`src/rtl/ps2_host_tx.sv`:
```
// Host-to-device PS/2 transmitter: inhibit, request-to-send, clock out one
// command byte on device clock edges, then collect the device ACK.
module ps2_host_tx #(
    parameter int unsigned INHIBIT_CYCLES = 5000,
    parameter int unsigned TIMEOUT_CYCLES = 1000000
) (
    input  logic       clk,
    input  logic       reset_n,
    input  logic [7:0] tx_data,
    input  logic       tx_start,
    output logic       tx_busy,
    output logic       tx_done,
    output logic       tx_error,
    input  logic       ps2_clk_in,
    input  logic       ps2_data_in,
    output logic       ps2_clk_drive_low,
    output logic       ps2_data_drive_low
);

    localparam int unsigned INH_W = (INHIBIT_CYCLES > 1) ? $clog2(INHIBIT_CYCLES) : 1;
    localparam int unsigned TO_W  = (TIMEOUT_CYCLES > 2) ? $clog2(TIMEOUT_CYCLES) : 1;
    localparam logic [INH_W-1:0] INH_LOAD = INH_W'(INHIBIT_CYCLES - 1);
    // Reload is two short so the abort pulse lands TIMEOUT_CYCLES after the fe cycle.
    localparam logic [TO_W-1:0]  TO_LOAD  = TO_W'(TIMEOUT_CYCLES - 2);

    typedef enum logic [2:0] {
        ST_IDLE,
        ST_INHIBIT,
        ST_REQ,
        ST_SHIFT,
        ST_ACK,
        ST_WAIT_IDLE
    } state_e;

    state_e           state_q, state_d;
    logic [1:0]       clk_sync_q, clk_sync_d;
    logic [1:0]       data_sync_q, data_sync_d;
    logic             clk_prev_q, clk_prev_d;
    logic [9:0]       frame_q, frame_d;
    logic [3:0]       bit_cnt_q, bit_cnt_d;
    logic [INH_W-1:0] inh_cnt_q, inh_cnt_d;
    logic [TO_W-1:0]  to_cnt_q, to_cnt_d;
    logic             ack_q, ack_d;
    logic             busy_q, busy_d;
    logic             done_q, done_d;
    logic             err_q, err_d;
    logic             clk_low_q, clk_low_d;
    logic             data_low_q, data_low_d;

    logic clk_s_c;
    logic data_s_c;
    logic fe_c;
    logic in_frame_c;
    logic timeout_c;

    assign clk_s_c    = clk_sync_q[1];
    assign data_s_c   = data_sync_q[1];
    assign fe_c       = clk_prev_q & ~clk_s_c;
    assign in_frame_c = (state_q == ST_SHIFT) || (state_q == ST_ACK) || (state_q == ST_WAIT_IDLE);
    assign timeout_c  = in_frame_c && (to_cnt_q == '0) && !fe_c;

    // State register
    always_ff @(posedge clk or negedge reset_n) begin
        if (!reset_n) begin
            state_q <= ST_IDLE;
        end else begin
            state_q <= state_d;
        end
    end

    // Next-state logic
    always_comb begin
        state_d = state_q;
        case (state_q)
            ST_IDLE: begin
                if (tx_start) begin
                    state_d = ST_INHIBIT;
                end
            end
            ST_INHIBIT: begin
                if (inh_cnt_q == '0) begin
                    state_d = ST_REQ;
                end
            end
            ST_REQ: begin
                state_d = ST_SHIFT;
            end
            ST_SHIFT: begin
                if (fe_c && (bit_cnt_q == 4'd9)) begin
                    state_d = ST_ACK;
                end
            end
            ST_ACK: begin
                if (fe_c) begin
                    state_d = ST_WAIT_IDLE;
                end
            end
            ST_WAIT_IDLE: begin
                if (clk_s_c && data_s_c) begin
                    state_d = ST_IDLE;
                end
            end
            default: begin
                state_d = ST_IDLE;
            end
        endcase
        if (timeout_c) begin
            state_d = ST_IDLE;
        end
    end

    // Output and datapath next values; pad drives and pulses are registered
    always_comb begin
        clk_sync_d  = {clk_sync_q[0], ps2_clk_in};
        data_sync_d = {data_sync_q[0], ps2_data_in};
        clk_prev_d  = clk_s_c;
        frame_d     = frame_q;
        bit_cnt_d   = bit_cnt_q;
        inh_cnt_d   = inh_cnt_q;
        to_cnt_d    = to_cnt_q;
        ack_d       = ack_q;
        busy_d      = busy_q;
        done_d      = 1'b0;
        err_d       = 1'b0;
        clk_low_d   = clk_low_q;
        data_low_d  = data_low_q;

        if (in_frame_c) begin
            if (fe_c) begin
                to_cnt_d = TO_LOAD;
            end else if (to_cnt_q != '0) begin
                to_cnt_d = to_cnt_q - 1'b1;
            end
        end

        case (state_q)
            ST_IDLE: begin
                busy_d     = 1'b0;
                clk_low_d  = 1'b0;
                data_low_d = 1'b0;
                if (tx_start) begin
                    frame_d   = {1'b1, ~^tx_data, tx_data};
                    bit_cnt_d = '0;
                    inh_cnt_d = INH_LOAD;
                    busy_d    = 1'b1;
                    clk_low_d = 1'b1;
                end
            end
            ST_INHIBIT: begin
                clk_low_d = 1'b1;
                if (inh_cnt_q == '0) begin
                    data_low_d = 1'b1;
                end else begin
                    inh_cnt_d = inh_cnt_q - 1'b1;
                end
            end
            ST_REQ: begin
                clk_low_d  = 1'b0;
                data_low_d = 1'b1;
                bit_cnt_d  = '0;
                to_cnt_d   = TO_LOAD;
            end
            ST_SHIFT: begin
                if (fe_c) begin
                    data_low_d = ~frame_q[bit_cnt_q];
                    bit_cnt_d  = bit_cnt_q + 1'b1;
                end
            end
            ST_ACK: begin
                if (fe_c) begin
                    ack_d = ~data_s_c;
                end
            end
            ST_WAIT_IDLE: begin
                if (clk_s_c && data_s_c) begin
                    busy_d = 1'b0;
                    done_d = ack_q;
                    err_d  = ~ack_q;
                end
            end
            default: begin
                busy_d     = 1'b0;
                clk_low_d  = 1'b0;
                data_low_d = 1'b0;
            end
        endcase

        if (timeout_c) begin
            busy_d     = 1'b0;
            clk_low_d  = 1'b0;
            data_low_d = 1'b0;
            done_d     = 1'b0;
            err_d      = 1'b1;
        end
    end

    // Datapath and output registers; synchronisers reset to the idle-high line level
    always_ff @(posedge clk or negedge reset_n) begin
        if (!reset_n) begin
            clk_sync_q  <= 2'b11;
            data_sync_q <= 2'b11;
            clk_prev_q  <= 1'b1;
            frame_q     <= '0;
            bit_cnt_q   <= '0;
            inh_cnt_q   <= '0;
            to_cnt_q    <= '0;
            ack_q       <= 1'b0;
            busy_q      <= 1'b0;
            done_q      <= 1'b0;
            err_q       <= 1'b0;
            clk_low_q   <= 1'b0;
            data_low_q  <= 1'b0;
        end else begin
            clk_sync_q  <= clk_sync_d;
            data_sync_q <= data_sync_d;
            clk_prev_q  <= clk_prev_d;
            frame_q     <= frame_d;
            bit_cnt_q   <= bit_cnt_d;
            inh_cnt_q   <= inh_cnt_d;
            to_cnt_q    <= to_cnt_d;
            ack_q       <= ack_d;
            busy_q      <= busy_d;
            done_q      <= done_d;
            err_q       <= err_d;
            clk_low_q   <= clk_low_d;
            data_low_q  <= data_low_d;
        end
    end

    assign tx_busy            = busy_q;
    assign tx_done            = done_q;
    assign tx_error           = err_q;
    assign ps2_clk_drive_low  = clk_low_q;
    assign ps2_data_drive_low = data_low_q;

endmodule

```
`config.mk`:
```
export PLATFORM = sky130hd
export DESIGN_NAME = ps2_host_tx
export DESIGN_NICKNAME = d
export VERILOG_FILES = /design/src/rtl/ps2_host_tx.sv
export SDC_FILE = /design/constraint.sdc
export NUM_CORES = 1
export LEC_CHECK = 0
export ABC_AREA = 0
export ABC_CLOCK_PERIOD_IN_PS = 5450
export CORE_MARGIN = 3
export CORE_UTILIZATION = 62
export CTS_BUF_LIST = sky130_fd_sc_hd__clkbuf_4
export CTS_CLUSTER_DIAMETER = 30
export CTS_CLUSTER_SIZE = 10
export DETAILED_ROUTE_END_ITERATION = 8
export PLACE_DENSITY = 0.82
export REMOVE_ABC_BUFFERS = 1
export SLEW_MARGIN = 20
export SYNTH_ARGS = -nofsm -noshare
export SYNTH_HDL_FRONTEND = slang
export SYNTH_SLANG_ARGS = --single-unit
```
`constraint.sdc`:
```
create_clock -name clk -period 5.45 [get_ports clk]
set_input_delay 1.09 -clock clk [delete_from_list [all_inputs] [get_ports clk]]
set_output_delay 1.09 -clock clk [all_outputs]
set_load 0.02 [all_outputs]
```
Word-level counts from Yosys, hierarchy flattened
Index checks and enable logic that the tools add are counted.
{"block": "word_totals", "latchBits": 0, "out_inout_bits": 5, "rom_bits": 0, "ram_bits": 0, "mem_count": 0, "regBits": 61}
{"block": "op_classes", "multipliers": 0, "n_bitwise": 5, "n_reduce_logical": 27, "n_eq_ne": 18, "n_lt_le_gt_ge": 1, "n_addsub": 3, "shifts": 0, "n_div": 0, "n_mux": 35}
{"op": "20-bit 2-to-1 mux", "n": 4}
{"op": "13-bit 2-to-1 mux", "n": 2}
{"op": "13-bit case mux with 2 select lines", "n": 1}
{"op": "20-bit zero test", "n": 1}
{"op": "20-bit nonzero test", "n": 1}
{"op": "20-bit by 1-bit subtractor with 20-bit output, second input constant", "n": 1}
{"op": "3-bit 2-to-1 mux", "n": 6}
{"op": "3-bit case mux with 6 select lines", "n": 1}
{"op": "1-bit 2-to-1 mux", "n": 14}
{"op": "13-bit zero test", "n": 1}
{"op": "13-bit by 1-bit subtractor with 13-bit output, second input constant", "n": 1}
{"op": "3-bit != test, second input constant", "n": 4}
{"op": "4-bit case mux with 3 select lines", "n": 1}
{"op": "3-bit AND reduction", "n": 3}
{"op": "4-bit 2-to-1 mux", "n": 2}
{"op": "2-bit AND reduction", "n": 4}
{"op": "8-bit XNOR reduction", "n": 1}
{"op": "3-bit by 2-bit equality test with 1-bit output, second input constant", "n": 2}
{"op": "3-bit equality test, second input constant", "n": 2}
{"op": "2-bit by 1-bit != test with 1-bit output, second input constant", "n": 3}
{"op": "2-bit != test, second input constant", "n": 3}
{"op": "3-bit by 2-bit != test with 1-bit output, second input constant", "n": 2}
{"op": "1-bit case mux with 3 select lines", "n": 2}
{"op": "3-bit nonzero test", "n": 2}
{"op": "17 further kinds", "n": 25}

Longest topological paths before layout
{"block": "logic_depth", "word_depth": 7, "ltp_mapped": 8, "mapped_depth_nobuf": 7}

Worst setup path after synthesis
Ideal clock, no wire load.
{"block": "synth_timing", "kind": "reg2reg", "start": "register to_cnt_q[8]", "end": "register to_cnt_q[13]", "setup_time_ps": 78, "arrival_time_ps": 2103, "stages_incl_launch_ff": 6, "setup_slack_ps": 3269, "cell_sequence": "dfrtp_1 -> or4_1 -> or3_1 -> or3_1 -> or4_1 -> a21oi_1"}
{"block": "synth_via", "elab_chain_len": 5, "word_cells_on_any_way": 8, "cone_classes": "1 x add/sub; 4 x mux; 3 x reduce/logical"}
{"element": "from (decl)", "line_no": "42", "rtl": "logic [TO_W-1:0] to_cnt_q, to_cnt_d;"}
{"element": "from (signal assigned)", "line_no": "220", "rtl": "to_cnt_q <= to_cnt_d;"}
{"element": "20-bit by 1-bit subtractor with 20-bit output", "line_no": "132", "rtl": "to_cnt_d = to_cnt_q - 1'b1;"}
{"element": "20-bit 2-to-1 mux", "line_no": "131", "rtl": "end else if (to_cnt_q != '0) begin"}
{"element": "20-bit 2-to-1 mux", "line_no": "129", "rtl": "if (fe_c) begin"}
{"element": "20-bit 2-to-1 mux", "line_no": "128", "rtl": "if (in_frame_c) begin"}
{"element": "20-bit 2-to-1 mux", "line_no": "136", "rtl": "case (state_q)"}
Several ways; a longest one is shown, not always the timed one. The select of a mux whose other input is x is not followed.
A chain may end at the register's enable or synchronous reset.

Final worst setup path
{"block": "layout_timing", "start": "register to_cnt_q[12]", "end": "register to_cnt_q[19]"}
Same word-level chain as after synthesis.

==> impl_results.md <==
* DR iter-0 viols at 263
* Layout area overhead at 10.2%
* Grt ovf at 0
* Hold endpoint: clk_sync_q[1]$_DFF_PN1_
* Int Power at 0.000680 W
* FF+latch count, synth at 61
* Fraction of layout cells with a size suffix above 1 at 9.84%
* Synth Area in Simple Gates at 27.8%
* Total power draw at 0.000956 W
* Worst Hold Depth at 0
* CTS tree: done
* Max cap viols at 0
* CP Launch Type: register
* Mapped Cells at 359
* Hold-fix buffer count after cts at 0
* Share of power burned in registers at 54.7%
* FF-to-FF setup slack at 2710 ps
* Clock Path Buffers at 2
* Core Rows at 26
* Die area at 6380 µm²
* Initial Util at 65.0%
* Largest family of logic cells by synthesized area: simple AND/OR/NAND/NOR gates
* Largest net degree at the start of global routing at 62
* Combinational power share at 11.8%
* Setup bufs post-CTS at 0
* CP top delay family: simple AND/OR/NAND/NOR gates
* Die Y at 79.9 µm
* Synth Area in Compound Gates at 12.2%
* Root Driver: clkbuf_4
* Wl on met1 at 3.13 mm
* Vias in the first global route at 2698
* First-pass GRT wire length at 12.1 mm
* Total Wirelength at 6.91 mm
* Antenna-violating nets left at 0
* R2R Path Start: to_cnt_q[12]$_DFFE_PN0P_
* Syn_area_per_cell at 9.42 µm²
* Fin. max-slew vios at 0
* Most used DFF post-synth: dfrtp_1
* Register area share after synthesis at 45.3%
* Status: finished, final reports clean
* FF-to-FF path depth at 5
* Synth area leader: dfrtp_1
* Ys Warns at 0
* Metal2 WL at 3.36 mm
* Post-Syn Area at 3380 µm²
* Final net count at 390
* Layout Cells excl Fill at 446
* XOR/XNOR Fraction of Synth Area at 4.66%
* Ant diodes at 0
* CP cell instances: nor4_1 > nand2_2 > o31ai_2 > nor4_1 > or3_1
* CP Capture Type: register
* Vias per cell at 6.21
* Via Count at 2771
* Worst hold path type: register to register
* Worst Path Buf+Inv at 0
* WP data required at 5750 ps
* CP dominant cell by count: nor4_1
* Final setup TNS at 0 ps
* Fin crit share at 50.2%
* Hold Path Origin: clk_sync_q[0]$_DFF_PN1_
* Lkg Pwr at 1.69 nW
* DRT Pass-1 Iters at 4
* P_sw at 0.000276 W
* Critical Path Slowest Stage Cell: o31ai_2
* Final setup viols at 0
* Post-synthesis adder-cell area fraction at 2.22%
* Placer Congestion at 0.888
* Reg clk slew, reported paths at 110 ps
* IO Pins at 18
* Distinct cells, synth at 62
* FF-to-FF End: to_cnt_q[19]$_DFFE_PN0P_
* WL met3 at 299 µm
* VDD IR max at 0.179 mV
* EDFF count, synth at 0
* Post-DP HPWL at 4.89 mm
* Global Route Usage Sum at 24.2%
* Initial antenna violation count at 0
* Top sig layer: met4
* Async S/R FF share, synth at 100%
* Synth top area cells: dfrtp_1 41%, nand2_1 5.2%, dfstp_2 3.9%
* Post-CTS Resized at 0
* Mux share of post-synthesis cell area at 4.59%
* DR WL/cell at 15.5 µm
* Power Density at 257 nW/µm²
* Final Util at 71.6%
* Crit path DAT at 3030 ps
* Min cycle time layout at 2740 ps
* Fmax at 0.365 GHz
* Inserted Clock Buffers at 9
* PortBufs at 17
* Critical path's largest stage delay at 910 ps
* Post-synth top area share at 41.4%
* Core area at 5200 µm²
* Commonest non-fill, non-tap cell in the layout: dfrtp_1
* WS Path Type: register to register
* Die X at 79.9 µm
* Clock sink count at 61
* Slew HR at 31.4%
* Clock skew at 8.90 ps
* Worst-path fanout max at 17
* Placed cell count at 430
* Worst-Margin Slew at 1020 ps
* Most frequent cells in the layout: 56 x dfrtp_1, 47 x nand2_1, 20 x nor2_1, 16 x clkdlybuf4s50_1, 14 x or3_1
* Clk_lat worst skew at 400 ps
* H-tree Lvls at 3
* Clock share of power at 33.5%
* Unrepaired setup endpoints after global routing: no
* Final Hold Fails at 0
* Final routed DRC violation total at 0
* Sw frac at 28.9%
## final cells by class
cell class / count / area [µm²]
multi-input cells: 272 / 1760
clock buffers: 9 / 67.6
inverters: 9 / 33.8
fillers: 397 / 1480
flip-flops and latches: 61 / 1530
well taps: 70 / 87.6
repair buffers: 18 / 173
clock inverters: 7 / 75.1
## power by group through the flow
stage | Sequential (W) | Combinational [W] | Clock, W
2_1_floorplan | 0.000521 | 0.0000808 | 0
5_1_grt | 0.000529 | 0.000131 | 0.000348
3_3_place_gp | 0.000527 | 0.000111 | 0
6_report | 0.000523 | 0.000113 | 0.000320
3_5_place_dp | 0.000529 | 0.000114 | 0
4_1_cts | 0.000521 | 0.000114 | 0.000325
## how the worst max path moves through the flow
stage,startpoint,endpoint,slack [ps],cells after the start
after CTS,to_cnt_q[12]$_DFFE_PN0P_,to_cnt_q[19]$_DFFE_PN0P_,2760,5
final,to_cnt_q[12]$_DFFE_PN0P_,to_cnt_q[19]$_DFFE_PN0P_,2710,5
after global placement,tx_start,inh_cnt_q[1]$_DFFE_PN0P_,2600,4
after global routing,to_cnt_q[16]$_DFFE_PN0P_,to_cnt_q[19]$_DFFE_PN0P_,2460,5
after detailed placement,tx_start,inh_cnt_q[1]$_DFFE_PN0P_,2490,4
after floorplan,tx_start,inh_cnt_q[1]$_DFFE_PN0P_,3010,3
## state kept, by name, summed over array words and instances, names as in the netlist, 2 cells and up
register	count
data_sync_q	2
to_cnt_q	20
frame_q	10
state_q	3
bit_cnt_q	4
inh_cnt_q	13
clk_sync_q	2
## metal layers
layer  vias up  global-route usage, %
met3        10                   4.74
met1      1344                   32.0
li1       1351                      -
met4         0                   9.46
met2        66                   39.5
met5         -                      0
## cell usage after synthesis (3+ instances only)
cell	number
dfrtp_1	56
nand2_1	47
nor2_1	20
or3_1	14
a21oi_1	12
clkbuf_1	12
nor3_1	12
o21ai_1	12
mux2i_1	11
nand3_1	11
nor4_1	11
o31ai_1	10
or4_1	10
xnor2_1	9
xor2_1	9
inv_1	8
ha_1	6
nand4_1	6
a31oi_1	5
dfstp_2	5
a211oi_1	4
and3_1	4
nor3b_1	4
nor4b_1	4
o21ai_0	4
nand2b_1	3
nand3b_1	3
nor2b_1	3
o41ai_1	3
## through the flow
stage          hold WS, ps  area, µm²  setup WS [ps]
2_1_floorplan          345       3310           3010
3_3_place_gp           347       3580           2600
3_5_place_dp           349       3580           2490
4_1_cts                370       3720           2760
5_1_grt                373       3730           2460
6_report               368       3730           2710
## logic make-up after synthesis
kind of cell | after synthesis
AND/OR/NAND/NOR | 171
AO/OA/AOI/OAI | 63
flip-flops | 61
buffers and inverters | 26
XOR/XNOR | 18
multiplexers | 14
adder cells (fa/ha/maj) | 6
Note: power is estimated with default switching activity, not from simulation.
